===== src/rtl/seg7_pkg.sv =====
// Shared constants and types for the result display: segment codes,
// digit counts, converter state encoding and the BCD-to-segment lookup.
package seg7_pkg;

    localparam int NUM_BCD    = 5;
    localparam int NUM_DIGITS = 8;

    // {g,f,e,d,c,b,a}, active-low
    localparam logic [6:0] SEG_0     = 7'h40;
    localparam logic [6:0] SEG_1     = 7'h79;
    localparam logic [6:0] SEG_2     = 7'h24;
    localparam logic [6:0] SEG_3     = 7'h30;
    localparam logic [6:0] SEG_4     = 7'h19;
    localparam logic [6:0] SEG_5     = 7'h12;
    localparam logic [6:0] SEG_6     = 7'h02;
    localparam logic [6:0] SEG_7     = 7'h78;
    localparam logic [6:0] SEG_8     = 7'h00;
    localparam logic [6:0] SEG_9     = 7'h10;
    localparam logic [6:0] SEG_E     = 7'h06;
    localparam logic [6:0] SEG_R     = 7'h2F;
    localparam logic [6:0] SEG_BLANK = 7'h7F;

    typedef enum logic [1:0] {IDLE, CONVERT, COMMIT} conv_state_t;

    function automatic logic [6:0] seg_of(input logic [3:0] d);
        case (d)
            4'd0:    seg_of = SEG_0;
            4'd1:    seg_of = SEG_1;
            4'd2:    seg_of = SEG_2;
            4'd3:    seg_of = SEG_3;
            4'd4:    seg_of = SEG_4;
            4'd5:    seg_of = SEG_5;
            4'd6:    seg_of = SEG_6;
            4'd7:    seg_of = SEG_7;
            4'd8:    seg_of = SEG_8;
            4'd9:    seg_of = SEG_9;
            default: seg_of = SEG_BLANK;
        endcase
    endfunction

endpackage


===== src/rtl/bin2bcd_seq.sv =====
// Sequential double-dabble converter: one shift per cycle, 16 shifts per value,
// with a single latest-wins pending slot so strobes during a conversion are kept.
module bin2bcd_seq
    import seg7_pkg::*;
(
    input  logic        clk,
    input  logic        cpu_reset,
    input  logic [15:0] bin,
    input  logic        start,
    output logic [19:0] bcd,
    output logic        done,
    output logic        busy
);

    conv_state_t state, state_nxt;
    logic [15:0] sh_bin;
    logic [19:0] sh_bcd;
    logic [19:0] adj;
    logic [3:0]  cnt;
    logic [15:0] pend_val;
    logic        pend;

    always_comb begin
        adj = sh_bcd;
        for (int i = 0; i < NUM_BCD; i++)
            if (sh_bcd[i*4 +: 4] >= 4'd5)
                adj[i*4 +: 4] = sh_bcd[i*4 +: 4] + 4'd3;
    end

    always_comb begin
        state_nxt = state;
        case (state)
            IDLE:    if (start) state_nxt = CONVERT;
            CONVERT: if (cnt == 4'd15) state_nxt = COMMIT;
            COMMIT:  state_nxt = (start || pend) ? CONVERT : IDLE;
            default: state_nxt = IDLE;
        endcase
    end

    always_ff @(posedge clk or negedge cpu_reset) begin
        if (!cpu_reset) state <= IDLE;
        else            state <= state_nxt;
    end

    always_ff @(posedge clk or negedge cpu_reset) begin
        if (!cpu_reset) begin
            sh_bin   <= '0;
            sh_bcd   <= '0;
            cnt      <= '0;
            pend     <= 1'b0;
            pend_val <= '0;
        end else begin
            case (state)
                IDLE: if (start) begin
                    sh_bin <= bin;
                    sh_bcd <= '0;
                    cnt    <= '0;
                end
                CONVERT: begin
                    {sh_bcd, sh_bin} <= {adj, sh_bin} << 1;
                    cnt <= cnt + 4'd1;
                    if (start) begin
                        pend     <= 1'b1;
                        pend_val <= bin;
                    end
                end
                COMMIT: if (start || pend) begin
                    // a strobe landing on the commit cycle is newer than the pending slot
                    sh_bin <= start ? bin : pend_val;
                    sh_bcd <= '0;
                    cnt    <= '0;
                    pend   <= 1'b0;
                end
                default: ;
            endcase
        end
    end

    assign bcd  = sh_bcd;
    assign done = (state == COMMIT);
    assign busy = (state != IDLE);

endmodule


===== src/rtl/result_display.sv =====
// Output stage: converts the integrator result to decimal and scans it onto an
// 8-digit multiplexed seven-segment display, right-aligned, with an "Err" override.
module result_display
    import seg7_pkg::*;
#(
    parameter int REFRESH_DIV = 100000
) (
    input  logic                  clk,
    input  logic                  cpu_reset,
    input  logic [15:0]           result,
    input  logic                  result_valid,
    input  logic                  err,
    output logic [NUM_DIGITS-1:0] anodes,
    output logic [6:0]            segments,
    output logic                  busy
);

    localparam int PW = $clog2(REFRESH_DIV);
    localparam int IW = $clog2(NUM_DIGITS);

    logic [PW-1:0]               presc;
    logic [IW-1:0]               idx;
    logic [NUM_BCD-1:0][3:0]     digits;
    logic [NUM_BCD-1:0]          nz;
    logic [19:0]                 bcd;
    logic                        done;
    logic [6:0]                  seg_nxt;

    bin2bcd_seq u_conv (
        .clk       (clk),
        .cpu_reset (cpu_reset),
        .bin       (result),
        .start     (result_valid),
        .bcd       (bcd),
        .done      (done),
        .busy      (busy)
    );

    always_ff @(posedge clk or negedge cpu_reset) begin
        if (!cpu_reset) begin
            presc <= '0;
            idx   <= '0;
        end else if (presc == PW'(REFRESH_DIV - 1)) begin
            presc <= '0;
            idx   <= idx + IW'(1);
        end else begin
            presc <= presc + PW'(1);
        end
    end

    always_ff @(posedge clk or negedge cpu_reset) begin
        if (!cpu_reset)  digits <= '0;
        else if (done)   digits <= bcd;
    end

    // nz[k]: some digit at position k or above is nonzero, so digit k is not a leading zero
    for (genvar k = 0; k < NUM_BCD; k++) begin : g_nz
        assign nz[k] = |digits[NUM_BCD-1:k];
    end

    always_comb begin
        seg_nxt = SEG_BLANK;
        if (err) begin
            case (idx)
                IW'(2):        seg_nxt = SEG_E;
                IW'(1), IW'(0): seg_nxt = SEG_R;
                default:       seg_nxt = SEG_BLANK;
            endcase
        end else if (idx == IW'(0)) begin
            seg_nxt = seg_of(digits[0]);
        end else begin
            for (int k = 1; k < NUM_BCD; k++)
                if (idx == IW'(k) && nz[k])
                    seg_nxt = seg_of(digits[k]);
        end
    end

    always_ff @(posedge clk or negedge cpu_reset) begin
        if (!cpu_reset) begin
            anodes   <= 8'hFE;
            segments <= SEG_0;
        end else begin
            anodes   <= ~(NUM_DIGITS'(1) << idx);
            segments <= seg_nxt;
        end
    end

endmodule


===== config.mk =====
export PLATFORM = sky130hd
export DESIGN_NAME = result_display
export DESIGN_NICKNAME = d
export VERILOG_FILES = /design/src/rtl/seg7_pkg.sv /design/src/rtl/bin2bcd_seq.sv /design/src/rtl/result_display.sv
export SDC_FILE = /design/constraint.sdc
export NUM_CORES = 1
export LEC_CHECK = 0
export ABC_AREA = 1
export BUFFER_PORTS_ARGS = -buffer_cell sky130_fd_sc_hd__buf_2
export CAP_MARGIN = 40
export CORE_MARGIN = 2
export CORE_UTILIZATION = 60
export CTS_BUF_LIST = sky130_fd_sc_hd__clkbuf_4
export CTS_CLUSTER_SIZE = 30
export DETAILED_ROUTE_END_ITERATION = 7
export PLACE_DENSITY = 0.78
export REMOVE_ABC_BUFFERS = 1
export SLEW_MARGIN = 10
export SYNTH_ARGS = -nofsm -noshare
export SYNTH_HDL_FRONTEND = slang
export SYNTH_SLANG_ARGS = --single-unit

===== constraint.sdc =====
create_clock -name clk -period 2.25 [get_ports clk]
set_clock_uncertainty 0.2 [all_clocks]
set_input_delay 0.225 -clock clk [delete_from_list [all_inputs] [get_ports clk]]
set_output_delay 0.225 -clock clk [all_outputs]
set_load 0.05 [all_outputs]

==> results of run 1 <==
logic make-up (layout without fill, tap and decap cells):
| kind of cell | after synthesis | count (layout) | synth area share (%) |
|---|---|---|---|
| compound gates | 206 | 206 | 16.1 |
| mux | 2 | 2 | 0.295 |
| xor+xnor | 7 | 7 | 0.902 |
| buf+inv | 167 | 236 | 9.37 |
| flops | 114 | 114 | 42.1 |
| simple gates | 343 | 343 | 22.5 |
| fa+ha+maj | 47 | 47 | 8.66 |
power by group through the flow:
stage | clock, W | combinational, W | sequential (W)
after floorplan | 0 | 0.00132 | 0.00264
after global placement | 0 | 0.00193 | 0.00259
after detailed placement | 0 | 0.00200 | 0.00260
after CTS | 0.00133 | 0.00204 | 0.00257
after global routing | 0.00142 | 0.00235 | 0.00261
final | 0.00129 | 0.00204 | 0.00257
routing by layer:
metal	vias up	routed length, um
met3	33	579
li1	2982	-
met5	-	0
met2	162	6920
met4	0	334
met1	2781	6770
metrics by stage:
stage | instance area, um2 | hold WS, ps | total power [W]
final | 7600 | 74.6 | 0.00590
after global routing | 7600 | 42.2 | 0.00638
after CTS | 7590 | 41.5 | 0.00594
after detailed placement | 7160 | 2.96 | 0.00461
after global placement | 7160 | -8.55 | 0.00452
after floorplan | 6680 | -271 | 0.00397
final cells by class:
cell class	instances	share of cell area, %
clock buffer	20	1.98
clock inverter	11	0.939
inverter	139	6.90
multi-input combinational	605	43.5
sequential	114	37.7
tap	140	2.31
timing repair buffer	66	6.69
registers in the layout, indices dropped and copies added, names as in the netlist:
| name | flops |
|---|---|
| u_conv.cnt | 4 |
| idx | 3 |
| segments | 7 |
| u_conv.bcd | 20 |
| presc | 17 |
| u_conv.sh_bin | 16 |
| digits | 20 |
| anodes | 8 |
| u_conv.pend | 1 |
| u_conv.state | 2 |
| u_conv.pend_val | 16 |
how the worst max path moves through the flow:
stage / from / end
floorplan: u_conv.state[0] / u_conv.bcd[12]
global placement: digits[17] / segments[4]
detailed placement: digits[13] / segments[0]
CTS: u_conv.state[0] / busy
global route: idx[1] / segments[0]
finish: u_conv.state[0] / u_conv.bcd[9]
cells in the mapped netlist (all sizes together):
library cell and n:
nor4 4, ha 47, o21ai 120, or2 14, nor3b 1, nand4 6, nand3 61, buf 9
dfrtp 106, a22oi 1, nor3 5, a21oi 56, nand2 206, a31oi 2, o21bai 1, clkinv 7
nor2 46, clkbuf 19, xor2 7, mux2i 2, dfstp 8, o211ai 6, o22ai 20, inv 132
what timing repair did:
item / 4_1_cts / 5_1_grt
endpoints found under the setup margin: 0 / 3
hold buffers: 20 / 0
hold endpoints to repair: 150 / 0
gates resized for setup: 0 / 5
setup buffers: 0 / 0
==> qor.yml, run 1 <==
syn_inst: 886
htree_num_levels: 4
grt_overflow: 0
via_count: 5958
status: "complete, no violations"
die_x_um: 110
fin_setup_tns_ps: 0
vdd_drop_max_v: 0.000866
tightestPinTransition_ps: 575
power.switching_w: 0.00231
grt_max_degree: 51
hold_violations: 0
slowest_delay_ps: 430
area_growth_pct: 11.8
port_buffers: 35
p_int_w: 0.00360
slew_violations: 0
relSlewSlack_pct: 61.7
worst-path-max-fanout: 15
cts-buffers-inserted: 17
reg2reg_setup_slack_ps: 250
final.min_clock_period_ps: 2000
multiInputGateArea_um2: 3310
grt_pass1_wl_um: 25700
drt_iter0_markers: 414
dp.cells: 1044
drv_cap: 0
synth-seq-cells: 114
grt_util_met3_pct: 4.99
drive_gt1_share_pct: 13.1
final_cell_mix: "nand2_1 (199), inv_1 (121), o21ai_0 (120)"
routed_wl_um: 14600
hp-class: "in -> async"
p_comb_share_pct: 34.6
die_area_um2: 12200
dp_worst_setup_slack_ps: 211
cts_buffer_depth: 2
cp_num_buf_inv: 4
power.density_nw_per_um2: 777
start_kind: "register"
ys_seq_area_share_pct: 42.1
register_area_um2: 2860
avgRoutedWirePerCell_um: 13.3
worstPathCellList: "inv_1 > ha_1 > inv_1 > nor2_1 > inv_2 > nand3_2 > inv_2 > nand2_1 > o22ai_1"
p_clk_share_pct: 21.9
drt_pre_antenna_iters: 5
clock_latency_ps: 540
critPathTopFamily: "simple AND/OR/NAND/NOR gates"
antenna_found_initial: 0
grt_pass1_vias: 5758
clk_pin_slew_ps: 100
synth_top_area_cell: "dfrtp_1"
crit_required_ps: 2440
worst_slack_ps: 246
synth.area.top_cells: "dfrtp_1 (39%), nand2_1 (11%), o21ai_0 (8.8%)"
postRouteAntennaNets: 0
timing.rr.start: "u_conv.state[0]"
rows: 38
dpl.hpwl_um: 10300
critPathKind: "reg -> reg"
finalSetupViolCount: 0
yosys.area.top_type_share_pct: 39.0
avgViaCountPerCell: 5.44
period_share_pct: 89.1
grt_use_met2_pct: 40.9
crit_cells: 9
endpoint_kind: "register"
cts_tree: "done"
chipHeight_um: 110
cp_slowest_cell: "dfrtp_1"
final_cells: 1095
clkSinkCount: 114
leakage_nw: 3.62
fillers: 887
start_util_pct: 62.1
drc: 0
cp.arrival_ps: 2190
use_met1_pct: 33.2
place_congestion: 0.884
busiest_layer: "met2"
synth_cell_type_count: 37
syn_area_um2: 6790
swShare_pct: 39.1
cts_root_buf: "clkbuf_4"
r2r_end: "u_conv.bcd[9]"
syn_avg_cell_area_um2: 7.67
fmax_mhz: 499
ios: 36
synth.yosys.warnings: 0
reg2regPathDepth: 9
grt_usage_pct: 25.2
n_antenna_cell: 0
finalCoreUtilization_pct: 69.5
layout_commonest_cell: "nand2_1"
p_seq_share_pct: 43.5
nNetsFinal: 1010
core_area_um2: 10900
Note: power is estimated with default switching activity, not from simulation.
==> run 2, diff against run 1 <==
Settings changed: RECOVER_POWER from default to 25.
==> run 2 against run 1 <==
Net effect:
- first-iteration DRC count is 0.97% higher
- sequential share of layout area is 0.17 points higher
- count of clock-buffer cells in the layout stayed put
- largest cell class unchanged
- register-to-register slack hardly changed
- combinational power hardly changed
- sequential power hardly changed
- highest routed layer unchanged
- clock power hardly changed
==> qor.yml, run 2 (synthesized netlist as in run 1, its figures left out) <==
crit_required_ps: 2460  # was 2440 ps
avgViaCountPerCell: 5.41  # was 5.44
grt_overflow: 0  # unchanged
cp_slowest_cell: "dfrtp_1"  # unchanged
grt_usage_pct: 25.2  # unchanged
final.min_clock_period_ps: 2010  # was 2000 ps
power.switching_w: 0.00231  # about the same
status: "complete, no violations"  # unchanged
cp_num_buf_inv: 1  # was 4
cts_tree: "done"  # unchanged
finalHoldWorstSlack_ps: 283  # was 74.6 ps
cp.arrival_ps: 2220  # was 2190 ps
die_area_um2: 12200  # unchanged
power.density_nw_per_um2: 780  # was 777 nW/um2
routed_wl_um: 14600  # about the same
slew_violations: 0  # unchanged
antenna_found_initial: 0  # unchanged
place_congestion: 0.884  # unchanged
grt_pass1_vias: 5758  # unchanged
via_count: 5927  # was 5958
leakage_nw: 3.61  # was 3.62 nW
postRouteAntennaNets: 0  # unchanged
worst-path-max-fanout: 8  # was 15
period_share_pct: 89.2  # was 89.1%
critPathKind: "reg -> reg"  # unchanged
endpoint_kind: "register"  # unchanged
nNetsFinal: 1010  # unchanged
chipHeight_um: 110  # unchanged
cts_buffer_depth: 2  # unchanged
cts-buffers-inserted: 17  # unchanged
ios: 36  # unchanged
start_util_pct: 62.1  # unchanged
slowest_delay_ps: 430  # about the same
drt_iter0_markers: 418  # was 414
die_x_um: 110  # unchanged
clock_latency_ps: 540  # about the same
htree_num_levels: 4  # unchanged
dp.cells: 1044  # unchanged
clk_pin_slew_ps: 100  # about the same
n_antenna_cell: 0  # unchanged
drc: 0  # unchanged
grt_pass1_wl_um: 25700  # unchanged
fmax_mhz: 498  # was 499 MHz
p_seq_share_pct: 43.5  # about the same
drive_gt1_share_pct: 13.0  # was 13.1%
area_growth_pct: 11.3  # was 11.8%
dpl.hpwl_um: 10300  # unchanged
layout_commonest_cell: "nand2_1"  # unchanged
swShare_pct: 39.1  # about the same
p_int_w: 0.00359  # was 0.00360 W
cpMostUsedCell: "nand2_1"
critPathTopFamily: "simple AND/OR/NAND/NOR gates"  # unchanged
p_comb_share_pct: 34.6  # about the same
hp-class: "reg -> reg"  # was in -> async
rows: 38  # unchanged
final_cells: 1095  # unchanged
port_buffers: 35  # unchanged
relSlewSlack_pct: 35.2  # was 61.7%
cts_root_buf: "clkbuf_4"  # unchanged
final_cell_mix: "nand2_1 (199), inv_1 (121), o21ai_0 (120)"  # unchanged
worstPathCellList: "inv_1 > ha_1 > nand3_2 > nor2_8 > nand2_4 > nand2_8 > nand3_1 > nand2_1 > nand2_1 > nand2_1 > nand2_1 > nand2_1 > nand2_1"  # was inv_1 > ha_1 > inv_1 > nor2_1 > inv_2 > nand3_2 > inv_2 > nand2_1 > o22ai_1
clkSinkCount: 114  # unchanged
p_clk_share_pct: 21.9  # about the same
core_area_um2: 10900  # unchanged
tightestPinTransition_ps: 972  # was 575 ps
drt_pre_antenna_iters: 5  # unchanged
finalSetupViolCount: 0  # unchanged
drv_cap: 0  # unchanged
avgRoutedWirePerCell_um: 13.3  # about the same
hold_violations: 0  # unchanged
grt_max_degree: 51  # unchanged
vdd_drop_max_v: 0.000870  # was 0.000866 V
post-cts-setup-buffers: 0  # unchanged
start_kind: "register"  # unchanged
-- run 2: cell count changes in the layout (fill, tap and decap cells not counted) --
cell and delta:
clkbuf_1 +1, clkbuf_2 +2, buf_4 -1, buf_12 -2
-- run 2: routing by layer --
layer | track usage (%) | vias to the layer above | part of all wire (%)
met1 | 33.2 | 2796 | 47
met5 | 0 | - | 0
li1 | - | 2975 | -
met4 | 10.3 | 0 | 2.2
met2 | 40.9 | 126 | 48
met3 | 4.99 | 30 | 3.4
-- run 2: power by group through the flow --
stage	logic, W	registers [W]	clock network, W
after detailed placement	0.00200	0.00260	0
after floorplan	0.00132	0.00264	0
after global placement	0.00193	0.00259	0
after global routing	0.00234	0.00261	0.00142
after CTS	0.00204	0.00257	0.00133
final	0.00204	0.00257	0.00129
-- run 2: through the flow --
stage          util [%]  setup WS [ps]  cell area (um2)  power (W)  setup TNS (ps)
2_1_floorplan         -           -526             6680    0.00397           -9940
3_3_place_gp       65.4            299             7160    0.00452               0
3_5_place_dp       65.4            211             7160    0.00461               0
4_1_cts            69.4            194             7590    0.00594               0
5_1_grt            69.2          -11.8             7560    0.00637           -11.8
6_report           69.2            243             7560    0.00590               0
-- run 2: worst paths after layout --
check	startpoint	endpoint	slack, ps	cells after the start
max	digits[12]	segments[3]	240	13
min	presc[0]	presc[0]	280	1
max reg2reg	digits[12]	segments[3]	240	13
min reg2reg	presc[0]	presc[0]	280	1
max in group asynchronous	cpu_reset	u_conv.bcd[17]	470	3
min in group asynchronous	cpu_reset	anodes[3]	360	2
-- run 2: final cells by class --
type                       count  area [um2]
clock buffer                  20         150
clock inverter                11        71.3
fill                         891        3370
tap                          140         175
multi-input combinational    605        3310
inverter                     139         524
timing repair buffer          66         474
sequential                   114        2860
-- run 2: timing repair --
item                                    4_1_cts  5_1_grt
endpoints found under the setup margin        0        3
hold buffers                                 20        0
hold endpoints to repair                    150        0
gates resized for setup                       0        5
